[config.mk]
export PLATFORM = sky130hd
export DESIGN_NAME = ledstrip_glyph_tx_flat
export DESIGN_NICKNAME = d
export VERILOG_FILES = /design/src/rtl/ledstrip_glyph_if.sv /design/src/rtl/ledstrip_glyph_tx.sv /design/src/flat_wrapper.sv
export SDC_FILE = /design/constraint.sdc
export NUM_CORES = 1
export LEC_CHECK = 0
export ABC_AREA = 1
export CORE_MARGIN = 5
export CORE_UTILIZATION = 42
export CTS_CLUSTER_SIZE = 16
export DETAILED_ROUTE_END_ITERATION = 16
export HOLD_SLACK_MARGIN = 0.06
export SYNTH_ARGS = -nofsm -noshare
export SYNTH_HDL_FRONTEND = slang
export SYNTH_SLANG_ARGS = --single-unit
[constraint.sdc]
create_clock -name clk -period 2.4 [get_ports clk]
set_clock_uncertainty 0.1 [all_clocks]
set_input_delay 0.24 -clock clk [delete_from_list [all_inputs] [get_ports clk]]
set_output_delay 0.24 -clock clk [all_outputs]
set_load 0.05 [all_outputs]
[src/rtl/ledstrip_glyph_if.sv]
// Character handshake between the ledstrip register block and the glyph transmitter.
// Latency: none, this is wiring only.
// Backpressure: the producer holds char_valid until it sees char_ready high.
interface ledstrip_glyph_if;
    logic [6:0]  char_in;
    logic        char_last;
    logic        char_valid;
    logic        char_ready;
    logic [23:0] color_grb;

    modport master (
        output char_in, char_last, char_valid, color_grb,
        input  char_ready
    );

    modport slave (
        input  char_in, char_last, char_valid, color_grb,
        output char_ready
    );
endinterface

[src/rtl/ledstrip_glyph_tx.sv]
// Serialises one 5x7 glyph (35 GRB pixels) to a WS2812-style strip, optionally followed by a latch gap.
// Latency: 1 accept + 1 fetch cycle, then 840*BIT_CYC cycles of bits (+RST_CYC when last is set).
// Backpressure: char_ready is high only in IDLE; valid while busy is ignored and nothing is queued.
module ledstrip_glyph_tx #(
    parameter int T0H_CYC = 22,
    parameter int T1H_CYC = 45,
    parameter int BIT_CYC = 80,
    parameter int RST_CYC = 5120
) (
    input  logic                 clk,
    input  logic                 rst_n,
    ledstrip_glyph_if.slave      chr,
    output logic [6:0]           rom_addr,
    input  logic [34:0]          rom_data,
    output logic                 led_out,
    output logic                 busy
);
    localparam int CNT_MAX = (BIT_CYC > RST_CYC) ? BIT_CYC : RST_CYC;
    localparam int CW      = $clog2(CNT_MAX);

    localparam logic [CW-1:0] T0H_V     = CW'(T0H_CYC);
    localparam logic [CW-1:0] T1H_V     = CW'(T1H_CYC);
    localparam logic [CW-1:0] BIT_END_V = CW'(BIT_CYC - 1);
    localparam logic [CW-1:0] RST_END_V = CW'(RST_CYC - 1);

    typedef enum logic [1:0] {IDLE, FETCH, SEND, LATCH} state_t;

    state_t          state;
    logic            last;
    logic [23:0]     color;
    logic [34:0]     glyph;
    logic [5:0]      pix_cnt;
    logic [4:0]      bit_cnt;
    logic [CW-1:0]   cyc_cnt;

    logic [23:0]     cur_word;
    logic            cur_bit;
    logic [CW-1:0]   hi_lim;
    logic            bit_end;

    // Current pixel word, current bit (MSB first) and its high-time threshold.
    always_comb begin
        cur_word = glyph[0] ? color : 24'h0;
        cur_bit  = cur_word[bit_cnt];
        hi_lim   = cur_bit ? T1H_V : T0H_V;
        bit_end  = (cyc_cnt == BIT_END_V);
    end

    // Glyph FSM: accept, fetch bitmap, shift out 35x24 bits, optional latch low period.
    always_ff @(posedge clk or negedge rst_n) begin
        if (!rst_n) begin
            state          <= IDLE;
            led_out        <= 1'b0;
            chr.char_ready <= 1'b1;
            busy           <= 1'b0;
            rom_addr       <= 7'd0;
            last           <= 1'b0;
            color          <= 24'h0;
            glyph          <= 35'h0;
            pix_cnt        <= 6'd0;
            bit_cnt        <= 5'd0;
            cyc_cnt        <= '0;
        end else begin
            case (state)
                IDLE: begin
                    led_out <= 1'b0;
                    if (chr.char_valid && chr.char_ready) begin
                        rom_addr       <= chr.char_in;
                        last           <= chr.char_last;
                        color          <= chr.color_grb;
                        chr.char_ready <= 1'b0;
                        busy           <= 1'b1;
                        state          <= FETCH;
                    end
                end
                FETCH: begin
                    // rom_addr has been stable since accept, so rom_data is the glyph.
                    glyph   <= rom_data;
                    pix_cnt <= 6'd0;
                    bit_cnt <= 5'd23;
                    cyc_cnt <= '0;
                    led_out <= 1'b0;
                    state   <= SEND;
                end
                SEND: begin
                    // Registered output trails the counter by one cycle; each bit keeps its shape.
                    led_out <= (cyc_cnt < hi_lim);
                    if (bit_end) begin
                        cyc_cnt <= '0;
                        if (bit_cnt != 5'd0) begin
                            bit_cnt <= bit_cnt - 5'd1;
                        end else begin
                            bit_cnt <= 5'd23;
                            glyph   <= glyph >> 1;
                            pix_cnt <= pix_cnt + 6'd1;
                            if (pix_cnt == 6'd34) begin
                                if (last) begin
                                    state <= LATCH;
                                end else begin
                                    state          <= IDLE;
                                    chr.char_ready <= 1'b1;
                                    busy           <= 1'b0;
                                end
                            end
                        end
                    end else begin
                        cyc_cnt <= cyc_cnt + 1'b1;
                    end
                end
                LATCH: begin
                    led_out <= 1'b0;
                    if (cyc_cnt == RST_END_V) begin
                        cyc_cnt        <= '0;
                        state          <= IDLE;
                        chr.char_ready <= 1'b1;
                        busy           <= 1'b0;
                    end else begin
                        cyc_cnt <= cyc_cnt + 1'b1;
                    end
                end
                default: state <= IDLE;
            endcase
        end
    end
endmodule
[src/flat_wrapper.sv]
// flat-port wrapper written by rule: the top's interface ports become plain ports
module ledstrip_glyph_tx_flat 
#(
    parameter int T0H_CYC = 22,
    parameter int T1H_CYC = 45,
    parameter int BIT_CYC = 80,
    parameter int RST_CYC = 5120
)
  (clk, rst_n, rom_addr, rom_data, led_out, busy, chr_char_in, chr_char_last, chr_char_valid, chr_color_grb, chr_char_ready);
  ledstrip_glyph_if chr_i ();
  input  logic clk;
  input  logic rst_n;
  output logic [6:0] rom_addr;
  input  logic [34:0] rom_data;
  output logic led_out;
  output logic busy;
  input wire logic [$bits(chr_i.char_in)-1:0] chr_char_in;
  input wire logic [$bits(chr_i.char_last)-1:0] chr_char_last;
  input wire logic [$bits(chr_i.char_valid)-1:0] chr_char_valid;
  input wire logic [$bits(chr_i.color_grb)-1:0] chr_color_grb;
  output wire logic [$bits(chr_i.char_ready)-1:0] chr_char_ready;
  assign chr_i.char_in = chr_char_in;
  assign chr_i.char_last = chr_char_last;
  assign chr_i.char_valid = chr_char_valid;
  assign chr_i.color_grb = chr_color_grb;
  assign chr_char_ready = chr_i.char_ready;
  ledstrip_glyph_tx #(.T0H_CYC(T0H_CYC), .T1H_CYC(T1H_CYC), .BIT_CYC(BIT_CYC), .RST_CYC(RST_CYC)) u_core (.clk(clk), .rst_n(rst_n), .chr(chr_i), .rom_addr(rom_addr), .rom_data(rom_data), .led_out(led_out), .busy(busy));
endmodule
==> results of run 1 <==
==> kinds of logic (layout without fill, tap and decap cells) <==
group | Yosys count | count (layout) | synth area share
AND/OR/NAND/NOR | 429 | 429 | 0.338
flip-flops | 96 | 96 | 0.462
buffers and inverters | 71 | 153 | 0.0570
AO/OA/AOI/OAI | 39 | 39 | 0.0428
multiplexers | 28 | 28 | 0.0606
adder cells (fa/ha/maj) | 11 | 11 | 0.0265
XOR/XNOR | 8 | 8 | 0.0135
==> Yosys cell counts (4+ instances only) <==
cell and instances:
sky130_fd_sc_hd__nand3_1 64, sky130_fd_sc_hd__nand2_1 314, sky130_fd_sc_hd__clkbuf_1 21, sky130_fd_sc_hd__mux2_2 28
sky130_fd_sc_hd__dfrtp_1 95, sky130_fd_sc_hd__a21oi_1 12, sky130_fd_sc_hd__o21ai_0 20, sky130_fd_sc_hd__inv_2 4
sky130_fd_sc_hd__xor2_1 6, sky130_fd_sc_hd__nor3_1 5, sky130_fd_sc_hd__buf_2 6, sky130_fd_sc_hd__nand4_1 5
sky130_fd_sc_hd__inv_1 35, sky130_fd_sc_hd__nor2_1 31, sky130_fd_sc_hd__ha_1 11
==> state kept, by name (all words and copies together) (netlist names) <==
register and flops:
u_core.glyph 35, u_core.color 24, u_core.cyc_cnt 13, u_core.rom_addr 7
u_core.pix_cnt 6, u_core.bit_cnt 5, u_core.state 2, u_core.busy 1
u_core.chr.char_ready 1, u_core.last 1, u_core.led_out 1
==> worst max-delay path, cell delays in order (launching register included) <==
cell and delay (ns):
sky130_fd_sc_hd__dfrtp_1 0.43, sky130_fd_sc_hd__inv_1 0.16, sky130_fd_sc_hd__ha_1 0.29, sky130_fd_sc_hd__clkinv_1 0.11
sky130_fd_sc_hd__nor2_1 0.24, sky130_fd_sc_hd__nor2_4 0.08, sky130_fd_sc_hd__nand2_4 0.22, sky130_fd_sc_hd__inv_2 0.14
sky130_fd_sc_hd__buf_12 0.19, sky130_fd_sc_hd__nand2_1 0.07, sky130_fd_sc_hd__nand2_1 0.05
==> metrics by stage <==
step	hold WS, ns	setup WS (ns)	cell area (sq um)
finish	0.250	0.209	6540
global route	0.278	0.0253	6540
CTS	0.250	0.222	6540
detailed placement	0.0799	0.229	6220
global placement	0.0793	0.320	6220
floorplan	-0.156	0.329	5200
==> final timing paths <==
| check | start | endpoint | slack (ns) | cells past startpoint |
|---|---|---|---|---|
| worst max-delay path | u_core.state[0] | u_core.glyph[5] | 0.21 | 10 |
| worst min-delay path | rst_n | u_core.rom_addr[2] | 0.25 | 2 |
| worst max register to register | u_core.state[0] | u_core.glyph[5] | 0.21 | 10 |
| worst min register to register | u_core.glyph[7] | u_core.glyph[7] | 0.38 | 2 |
| max in group asynchronous | rst_n | u_core.glyph[20] | 1.28 | 3 |
| min in group clk | u_core.glyph[7] | u_core.glyph[7] | 0.38 | 2 |
==> report_power, final <==
group          internal, W  switching [W]
clock             0.000913       0.000590
combinational     0.000113      0.0000620
sequential         0.00162              0
total              0.00264       0.000652
==> per-layer routing <==
metal  global-route usage  up-vias  wire length [microns]
met2                0.288       70                   5670
met5                    0        -                      0
met4               0.0462        0                    176
met1                0.202     2086                   5190
li1                     -     2312                      -
met3               0.0494       13                    517
==> final cells by class <==
type                    instances  area, sq um  area share
repair buffers                 97          963       0.147
inverters                      40          150      0.0229
clock inverters                 5         81.3      0.0124
clock buffers                  11          233      0.0356
flip-flops and latches         96         2400       0.367
multi-input cells             515         2500       0.382
well taps                     168          210      0.0321
==> what timing repair did <==
item | 4_1_cts | 5_1_grt
resized for setup | 0 | 0
hold buffers | 1 | 0
endpoints found under the hold margin | 25 | 0
==> impl.org, run 1 <==
** CTS
- For this design, the sink count on the clock tree is 96.
- Clk_lat worst skew :: about 0.34 ns
- Clock root cell :: sky130_fd_sc_hd__clkbuf_16
- TritonCTS built the clock tree.
- In this run the post-CTS setup repair buffer count came out at 0.
- CTS buffer count :: 9
- The clock passes through at most 2 buffers.
- The H-tree generated during clock tree synthesis spans 3 levels.
- After clock tree synthesis, the clock-pin slew on the worst setup and hold paths is approximately 0.070 ns.

** Global routing
- Initial antenna violation count :: 0
- Leftover overflow at the end of global routing :: 0
- Pin count of the biggest net entering global routing :: 46
- The first global-routing pass estimated approximately 20 mm of wire.
- The number of global-route vias before repair is between 4k and 5k.
- GR Util All Layers :: 0.167

** Route
- Via count :: around 4.5k
- The count of nets left with antenna violations once routing finished came out at 0.
- Vias per inst :: between 4 and 5
- The final layout contains routed wiring with a total length of between 10 and 15 mm.
- For this run, the detailed router's first-pass iteration total came to 4.
- Total DRC errors in the routed layout :: 0
- In the final routed layout, each cell accounts on average for approximately 12 microns.
- Violation count after the first detailed-route iteration :: 240

** Setup path
- Of all nets on the critical path, the largest fanout is 26.
- Endpoint type of the worst setup path :: flip-flop
- Data on the critical path arrives at its endpoint at approximately 2.3 ns.
- Critical path launch point type :: flip-flop
- The worst setup path is of the flip-flop to flip-flop kind.
- Req. time, crit path :: ~2.5 ns

** Timing
- The final hold violation count is 0.
- Worst slew slack as a fraction of its limit :: 0.658
- Setup total negative slack on the finished layout was measured at 0 ns.
- Unrepaired setup endpoints after global routing :: false
- Number of setup violations in the final report :: 0
- Minimum period implied by the final worst setup slack :: 2.19 ns
- The max-slew violation total from the final report came to 0.
- Transition time at the pin with the least slew margin :: slightly above 0.5 ns
- Share of the clock period used by the worst path :: 0.913
- Fmax :: 456 MHz

** Logic synthesis
- Share of flip-flops with an asynchronous set or reset after synthesis :: 1.00
- Sequential element share of the synthesized area :: 0.462
- Net count of the mapped netlist :: ~760
- Avg Inst Size Synth :: 7.63 sq um
- Area share of the largest cell type after synthesis :: 0.457
- In the synthesized netlist the dominant register cell turns out to be sky130_fd_sc_hd__dfrtp_1.
- Post-synthesis register bit count :: 96
- Cell taking the most area after synthesis :: sky130_fd_sc_hd__dfrtp_1
- During synthesis, Yosys emitted a total of 0 warnings.
- Number of library cell types mapped by synthesis :: 32
- In this run, synthesis inferred 0 flip-flops with an integrated enable.
- Synthesis handed over a netlist of about 680 instances.
- Yosys attributes the largest share of cell area to sky130_fd_sc_hd__dfrtp_1 46%, sky130_fd_sc_hd__nand2_1 23%, sky130_fd_sc_hd__nand3_1 6.2%, sky130_fd_sc_hd__mux2_2 6.1%, sky130_fd_sc_hd__ha_1 2.6%.
- In this run the cell area of the synthesized design comes to approximately 0.0052 sq mm.

** Outcome
- The run finished with clean final reports.

** Power
- Total power density per cell area :: 504 mW/mm^2
- Worst IR Drop VDD :: just under 0.0003 V
- Leak Pwr :: around 3.2 nW
- Total power after layout :: roughly 0.0033 W

** Layout
- Number of nets in the layout :: 840
- Post-route core utilization :: 0.543
- Most common library cell in the layout ignoring fill and taps :: sky130_fd_sc_hd__nand2_1
- Layout Cells excl Fill :: 932
- Proportion of layout cells with a drive suffix above 1 :: 0.0969
- Antenna diodes :: 0
- Relative to the synthesized area, the layout overhead comes to 25.8%.
- Highest-count cells in the layout ignoring fill and taps :: 314 x sky130_fd_sc_hd__nand2_1, 95 x sky130_fd_sc_hd__dfrtp_1, 78 x sky130_fd_sc_hd__clkdlybuf4s50_1
- Count of filler cells inserted in the layout :: approximately 1.1k

** Floorplanning
- From bottom edge to top edge, the die measures roughly 120 microns.
- The die covers roughly 0.015 sq mm.
- Effective utilization at floorplan :: 0.431
- The core region is 0.0121 sq mm.
- Chip Width :: about 120 microns
- # IOs :: 80
- In this run the core area contains 40 standard-cell rows.

** Place
- Detailed placement finished with a half-perimeter wire length of slightly above 8 mm.
- In this run the tool buffered the top-level ports with 79 buffer cells.
- Including well taps, the total number of placed cells is approximately 900.
- Final estimated routing congestion in global placement :: ~0.79

** Run
- The tool flagged a number of max-cap violations equal to 0.

** Min path
- The tightest min-delay check is of the input port to async pin type.
(Power assumes the default switching activity.)
==> run 2: changes to the inputs <==
- MAX_ROUTING_LAYER: not set -> met4
- TNS_END_PERCENT: not set -> 100
==> run 2 against run 1 <==
  * Combinational power is essentially flat
  * Clock power about the same
  * Worst hold slack worse by 0.0010 ns
  * Sequential cell count did not move
  * Global-route usage increased by 0.51 points
  * Critical path type unchanged
  * Critical endpoint unchanged
==> impl.org, run 2 (same netlist as run 1, synthesis figures left out) <==
** Power
- The total leakage power is 3.24 nW (unchanged).
- The power per cell area is 504 mW/mm^2 (about the same).
- Worst IR Drop VDD :: 0.000290 V (+0.57%)

** Timing
- Transition time at the pin with the least slew margin :: 0.512 ns (+0.0000422 ns)
- The ratio of final minimum period to clock period was 0.915 (+0.00204).
- Number of setup violations in the final report :: 0 (unchanged)
- The worst slew slack as a fraction of its limit was 0.658 (about the same).
- Minimum period implied by the final worst setup slack :: 2.20 ns (+0.00489 ns)
- The setup total negative slack was 0 ns (unchanged).
- Fmax :: 455 MHz (-0.22%)
- The max-slew violation total from the final report is 0 (unchanged).
- Number of hold-slack violations in the final timing report :: 0 (unchanged)
- Unrepaired setup endpoints after global routing :: false
- Final hold slack :: 0.249 ns (-0.00102 ns)

** Setup path
- Count of buffering cells on the critical path with inverters included :: 4 (unchanged)
- In this design, the critical path's most frequently occurring cell is sky130_fd_sc_hd__nand2_1.
- The depth of the worst register-to-register path is 10 (unchanged).
- Critical path launch point :: u_core.state[0]
- Worst R2R Start :: u_core.state[0]
- Crit path max-delay family :: simple AND/OR/NAND/NOR gates
- Req. time, crit path :: 2.54 ns (about the same)
- Maximum fanout along the worst path :: 26 (unchanged)
- The critical path ends at u_core.glyph[5].
- STA classifies the critical path startpoint as a flip-flop.
- Reg-to-reg setup timing slack :: 0.20 ns (about the same)
- Endpoint type of the worst setup path :: flip-flop
- Class of the most critical setup path :: flip-flop to flip-flop
- Critical R2R Capture :: u_core.glyph[5]
- Crit path largest cell delay :: 0.43 ns (about the same)
- Arrival time worst endpoint :: 2.33 ns (about the same)
- Cell count along the critical path :: 10 (unchanged)
- The slowest stage of the critical path is the sky130_fd_sc_hd__dfrtp_1 cell.
- The critical path goes through inv_1 -> ha_1 -> clkinv_1 -> nor2_1 -> nor2_4 -> nand2_4 -> inv_2 -> buf_12 -> nand2_1 -> nand2_1.

** CTS
- The clock input transition at the sequential cells of the worst setup and hold paths is 0.07 ns (about the same).
- CTS tree :: done
- The number of buffers created by CTS came to 9 (unchanged).
- Post-CTS setup buffers :: 0 (unchanged)
- Clk_lat worst skew :: 0.34 ns (about the same)
- CTS Buffer Depth :: 2 (unchanged)
- Total clock sinks :: 96 (unchanged)
- The number of instances resized during post-cts repair was 0 (unchanged).
- The number of levels in the clock H-tree came to 3 (unchanged).
- Number of buffers inserted by hold repair at cts :: 1 (unchanged)
- Clock root cell :: sky130_fd_sc_hd__clkbuf_16

** Place
- The weighted congestion at the end of routability-driven global placement is 0.797 (+1.4%).
- Dpl hpwl :: 8.16 mm (unchanged)
- The cell area after placement came to 0.00622 sq mm (unchanged).
- The count of input and output buffers was 79 (unchanged).

** Layout
- Count of filler cells inserted in the layout :: 1111 (unchanged)
- Proportion of layout cells with a drive suffix above 1 :: 0.0969 (unchanged)
- The top cell types in the final layout, fill and taps aside, are 314 x sky130_fd_sc_hd__nand2_1, 95 x sky130_fd_sc_hd__dfrtp_1, 78 x sky130_fd_sc_hd__clkdlybuf4s50_1.
- Largest registers ranked by flip-flop count :: u_core.glyph x35, u_core.color x24, u_core.cyc_cnt x13
- Area Growth Syn to Fin :: 25.8% (unchanged)
- Number of nets in the layout :: 840 (unchanged)
- The number of inserted diodes was 0 (unchanged).
- The cell area after layout is 0.00654 sq mm (unchanged).
- Post-route core utilization :: 0.543 (unchanged)
- The flip-flop count of the largest register after layout came to 35 (unchanged).
- Most common library cell in the layout ignoring fill and taps :: sky130_fd_sc_hd__nand2_1
- More flip-flops sit in one register than any other, and that register is u_core.glyph.

** Route
- The wire length per cell was 12.4 microns (about the same).
- Vias per inst :: 4.80 (-0.16%)
- Total Routed Length :: 11.5 mm (about the same)
- The overall via count from detail_route was 4474 (-0.16%).
- The remaining design rule violation count came to 0 (unchanged).
- Violation count after the first detailed-route iteration :: 268 (+12%)
- Residual antenna-violating net count after detailed routing :: 0 (unchanged)
- The total iterations of the first detailed-routing run came to 4 (unchanged).

** Floorplanning
- Effective utilization at floorplan :: 0.431 (unchanged)
- Placeable core area :: 0.0121 sq mm (unchanged)
- The x dimension of the die is 121 microns (unchanged).
- The placement row count was 40 (unchanged).
- Height of the die :: 121 microns (unchanged)
- Total die area :: 0.0147 sq mm (unchanged)
- The number of placed I/O pins is 80 (unchanged).

** Global routing
- The total global-route track usage was 0.172 (+0.00512).
- The global-route wire length before repair is 20.1 mm (+0.10%).
- Vias in the first global route :: 4447 (-0.22%)
- The initial antenna violation count came to 0 (unchanged).
- The overall overflow remaining after global route came to 0 (unchanged).
- The pin count of the biggest net entering global routing came to 46 (unchanged).

** Run
- The max-cap violation count was 0 (unchanged).

** Outcome
- The run finished with clean final reports.

** Min path
- The path class of the tightest hold or removal check is input port to async pin.
-- run 2: cell counts in the layout (fill, tap and decap cells not counted) --
Identical to the previous run, type by type.
-- run 2: worst min path at each step --
stage	start	endpoint	slack, ns	depth (start not counted)
floorplan	rst_n	u_core.bit_cnt[0]	-0.16	0
global placement	rst_n	u_core.rom_addr[2]	0.08	1
detailed placement	rst_n	u_core.rom_addr[2]	0.08	1
CTS	rst_n	u_core.last	0.25	2
global route	rst_n	u_core.rom_addr[2]	0.28	2
finish	rst_n	u_core.rom_addr[2]	0.25	2
-- run 2: report_power, final --
| part | total, W | switching (W) | internal (W) |
|---|---|---|---|
| Clock | 0.00150 | 0.000591 | 0.000913 |
| Sequential | 0.00162 | 0 | 0.00162 |
| Combinational | 0.000175 | 0.0000620 | 0.000113 |
| Total | 0.00330 | 0.000653 | 0.00264 |
-- run 2: stage by stage --
| step | instances | total power (W) | setup WS (ns) |
|---|---|---|---|
| 6_report | 932 | 0.00330 | 0.205 |
| 5_1_grt | 932 | 0.00344 | 0.0255 |
| 3_5_place_dp | 915 | 0.00183 | 0.229 |
| 4_1_cts | 932 | 0.00336 | 0.222 |
| 2_1_floorplan | 682 | 0.00167 | 0.329 |
| 3_3_place_gp | 915 | 0.00183 | 0.320 |
-- run 2: layout make-up --
type | count | area (sq um) | area share
Clock inverter | 5 | 81.3 | 0.0124
Clock buffer | 11 | 233 | 0.0356
Multi-Input combinational cell | 515 | 2500 | 0.382
Tap cell | 168 | 210 | 0.0321
Timing Repair Buffer | 97 | 963 | 0.147
Sequential cell | 96 | 2400 | 0.367
Inverter | 40 | 150 | 0.0229
-- run 2: routing by layer --
layer | global-route usage | vias to the layer above | part of all wire
li1 | - | 2311 | -
met2 | 0.288 | 75 | 0.49
met5 | - | - | 0
met3 | 0.0462 | 11 | 0.038
met1 | 0.206 | 2077 | 0.46
met4 | 0.0462 | 0 | 0.016
==> run 3: changes to the inputs <==
- CELL_PAD_IN_SITES_DETAIL_PLACEMENT: not set -> 1
- CELL_PAD_IN_SITES_GLOBAL_PLACEMENT: not set -> 2
- CORE_UTILIZATION: 42 -> 31
- CTS_CLUSTER_SIZE: 16 -> not set
- PLACE_DENSITY_LB_ADDON: not set -> 0.1
==> run 3 against run 2 <==
  * Critical path depth fell by 1
  * Largest cell class unchanged
  * Non-clock buffer count did not move
  * Worst hold slack got worse by 0.0059 ns
  * Routed wire length rose by 20%
  * Fmax rose by 3.6%
  * Count of clock-buffer cells in the layout did not move
==> impl.org, run 3 (same netlist as run 1, synthesis figures left out) <==
** Place
- The count of input and output buffers is 79 (unchanged).
- Dpl hpwl :: 9.99 mm (+22%)
- Final estimated routing congestion in global placement :: 0.777 (-2.5%)
- Pre-CTS setup slack :: 0.305 ns (+0.0758 ns)
- Total instance count after detailed placement :: 967 (+5.7%)

** Setup path
- Req. time, crit path :: 2.59 ns (+0.05 ns)
- In this run the critical register-to-register path is launched from u_core.bit_cnt[1].
- Critical path launch point type :: flip-flop
- Class of the most critical setup path :: flip-flop to flip-flop
- Critical path launch point :: u_core.bit_cnt[1]
- Arrival time worst endpoint :: 2.31 ns (-0.02 ns)
- Reg-to-reg setup timing slack :: 0.28 ns (+0.08 ns)
- Maximum fanout along the worst path :: 10 (-62%)
- Endpoint type of the worst setup path :: flip-flop
- The worst register-to-register path ends at u_core.state[1].
- In this run the worst setup path terminates at u_core.state[1].
- Depth of the most critical reg-to-reg path :: 9 (-1)

** Power
- Leak Pwr :: 3.27 nW (+0.89%)
- Total power density per cell area :: 518 mW/mm^2 (+2.8%)
- Worst IR Drop VDD :: 0.000345 V (+19%)

** Timing
- The transition at the pin with the smallest max-transition slack is 0.515 ns (+0.00347 ns).
- Final hold slack :: 0.243 ns (-0.00590 ns)
- Share of the clock period used by the worst path :: 0.883 (-0.0322)
- Setup slack of the critical path after layout :: 0.282 ns (+0.0773 ns)
- Fmax :: 472 MHz (+3.6%)
- Setup repair after global routing left no endpoint under its margin.
- The max-slew violation total from the final report came to 0 (unchanged).
- The clock period minus worst slack was 2.12 ns (-0.0773 ns).
- Setup Total Neg Slack :: 0 ns (unchanged)
- The count of endpoints failing setup in the final report came to 0 (unchanged).
- The final hold violation count is 0 (unchanged).
- Worst slew slack as a fraction of its limit :: 0.655 (-0.00232)

** Route
- Residual antenna-violating net count after detailed routing :: 0 (unchanged)
- Total DRC errors in the routed layout :: 0 (unchanged)
- The total iterations of the first detailed-routing run came to 6 (+2).
- Violation count after the first detailed-route iteration :: 185 (-31%)
- Via count :: 4651 (+4.0%)
- Vias per inst :: 4.73 (-1.5%)
- The wire length per cell is 14.1 microns (+14%).
- Total Routed Length :: 13.9 mm (+20%)

** CTS
- The clock input transition at the sequential cells of the worst setup and hold paths came to 0.07 ns (about the same).
- Resized cells post-CTS :: 0 (unchanged)
- The worst-skew pair later-pin latency was 0.35 ns (about the same).
- The number of sinks handled by clock tree synthesis came to 96 (unchanged).
- Clock root cell :: sky130_fd_sc_hd__clkbuf_16
- TritonCTS built the clock tree.
- The number of levels in the clock H-tree was 3 (unchanged).
- The maximum number of buffers from clock root to sink was 2 (unchanged).
- The number of buffers created by CTS came to 9 (unchanged).

** Global routing
- The initial antenna violation count came to 0 (unchanged).
- Vias in the first global route :: 5128 (+15%)
- The pin count of the biggest net entering global routing came to 51 (+11%).
- The overall overflow remaining after global route was 0 (unchanged).
- The total global-route track usage came to 0.156 (-0.0158).
- Wire length of the first global-routing pass :: 24.6 mm (+22%)

** Layout
- Area Growth Syn to Fin :: 28.0%
- Most common library cell in the layout ignoring fill and taps :: sky130_fd_sc_hd__nand2_1
- The ratio of cells with drive above 1 in the final layout came to 0.0995 (+0.00262).
- Leaving out fill and tap cells, the most frequent cells in the layout are 314 x sky130_fd_sc_hd__nand2_1, 95 x sky130_fd_sc_hd__dfrtp_1, 78 x sky130_fd_sc_hd__clkdlybuf4s50_1.
- The flip-flop count of the largest register after layout is 35 (unchanged).
- The largest registers in the layout are u_core.glyph x35, u_core.color x24, u_core.cyc_cnt x13.
- Post-route core utilization :: 0.403 (-0.140)
- The final cell count without fillers was 984 (+5.6%).
- The number of inserted diodes is 0 (unchanged).
- Number of nets in the layout :: 840 (unchanged)
- Register containing the most flip-flops in the final layout :: u_core.glyph

** Floorplanning
- The standard cell core area was 0.0165 sq mm (+37%).
- # IOs :: 80 (unchanged)
- The die footprint came to 0.0195 sq mm (+32%).
- The initial standard-cell utilization of the core was 0.315 (-0.116).
- Chip Width :: 140 microns (+15%)
- The placement row count came to 47 (+18%).
- Height of the die :: 140 microns (+15%)

** Outcome
- The flow ran to the end, and the final reports show no timing, DRC or antenna violations.

** Run
- Max-cap viol count :: 0 (unchanged)

** Min path
- Class of the most critical hold timing path :: input port to async pin
==> run 3: cell count changes in the layout (fill, tap and decap cells not counted), sizes merged <==
cell / change
inv: +2
clkinv: -1
clkinvlp: -1
==> run 3: power breakdown <==
| part | internal [W] | switching (W) | total [W] |
|---|---|---|---|
| clock network | 0.000981 | 0.000672 | 0.00165 |
| registers | 0.00162 | 0 | 0.00162 |
| logic | 0.000114 | 0.0000650 | 0.000179 |
==> run 3: cell type report <==
class                   count  area [sq um]
inverters                  40           150
flip-flops and latches     96          2400
fillers                  1983          9870
repair buffers             97           988
clock inverters             5          86.3
clock buffers              11           253
well taps                 220           275
multi-input cells         515          2500
==> run 3: worst max-delay path, cell delays in order, from the launching register on <==
cell and delay (ns):
sky130_fd_sc_hd__dfrtp_1 0.38, sky130_fd_sc_hd__inv_1 0.26, sky130_fd_sc_hd__ha_1 0.27, sky130_fd_sc_hd__nand3_1 0.11, sky130_fd_sc_hd__nor2_1 0.14, sky130_fd_sc_hd__nor2_1 0.10
sky130_fd_sc_hd__a21oi_1 0.16, sky130_fd_sc_hd__nand4_1 0.17, sky130_fd_sc_hd__or2_2 0.31, sky130_fd_sc_hd__nand2_1 0.06
==> run 3: per-layer routing <==
| metal | part of all wire | GRT usage | up-vias |
|---|---|---|---|
| met3 | 0.029 | 0.0322 | 12 |
| met2 | 0.53 | 0.279 | 51 |
| met4 | 0.011 | 0.0367 | 0 |
| met5 | 0 | - | - |
| met1 | 0.43 | 0.181 | 2276 |
| li1 | - | - | 2312 |
==> run 3: metrics by stage <==
stage	power [W]	instance area [sq um]
3_3_place_gp	0.00183	6310
6_report	0.00345	6660
2_1_floorplan	0.00167	5200
5_1_grt	0.00359	6660
3_5_place_dp	0.00183	6310
4_1_cts	0.00351	6660
==> run 3: how the worst min path moves through the flow <==
stage,startpoint,to,slack (ns),cells past startpoint
2_1_floorplan,rst_n,u_core.bit_cnt[0],-0.16,0
5_1_grt,rst_n,u_core.last,0.27,2
6_report,rst_n,u_core.rom_addr[5],0.24,2
4_1_cts,rst_n,u_core.rom_addr[5],0.24,2
3_5_place_dp,rst_n,u_core.rom_addr[5],0.08,1
3_3_place_gp,rst_n,u_core.rom_addr[5],0.08,1
==> run 3: timing repair <==
action / 4_1_cts / 5_1_grt
hold endpoints to repair: 23 / 0
buffers inserted: 0 / 0
hold buffers: 1 / 0
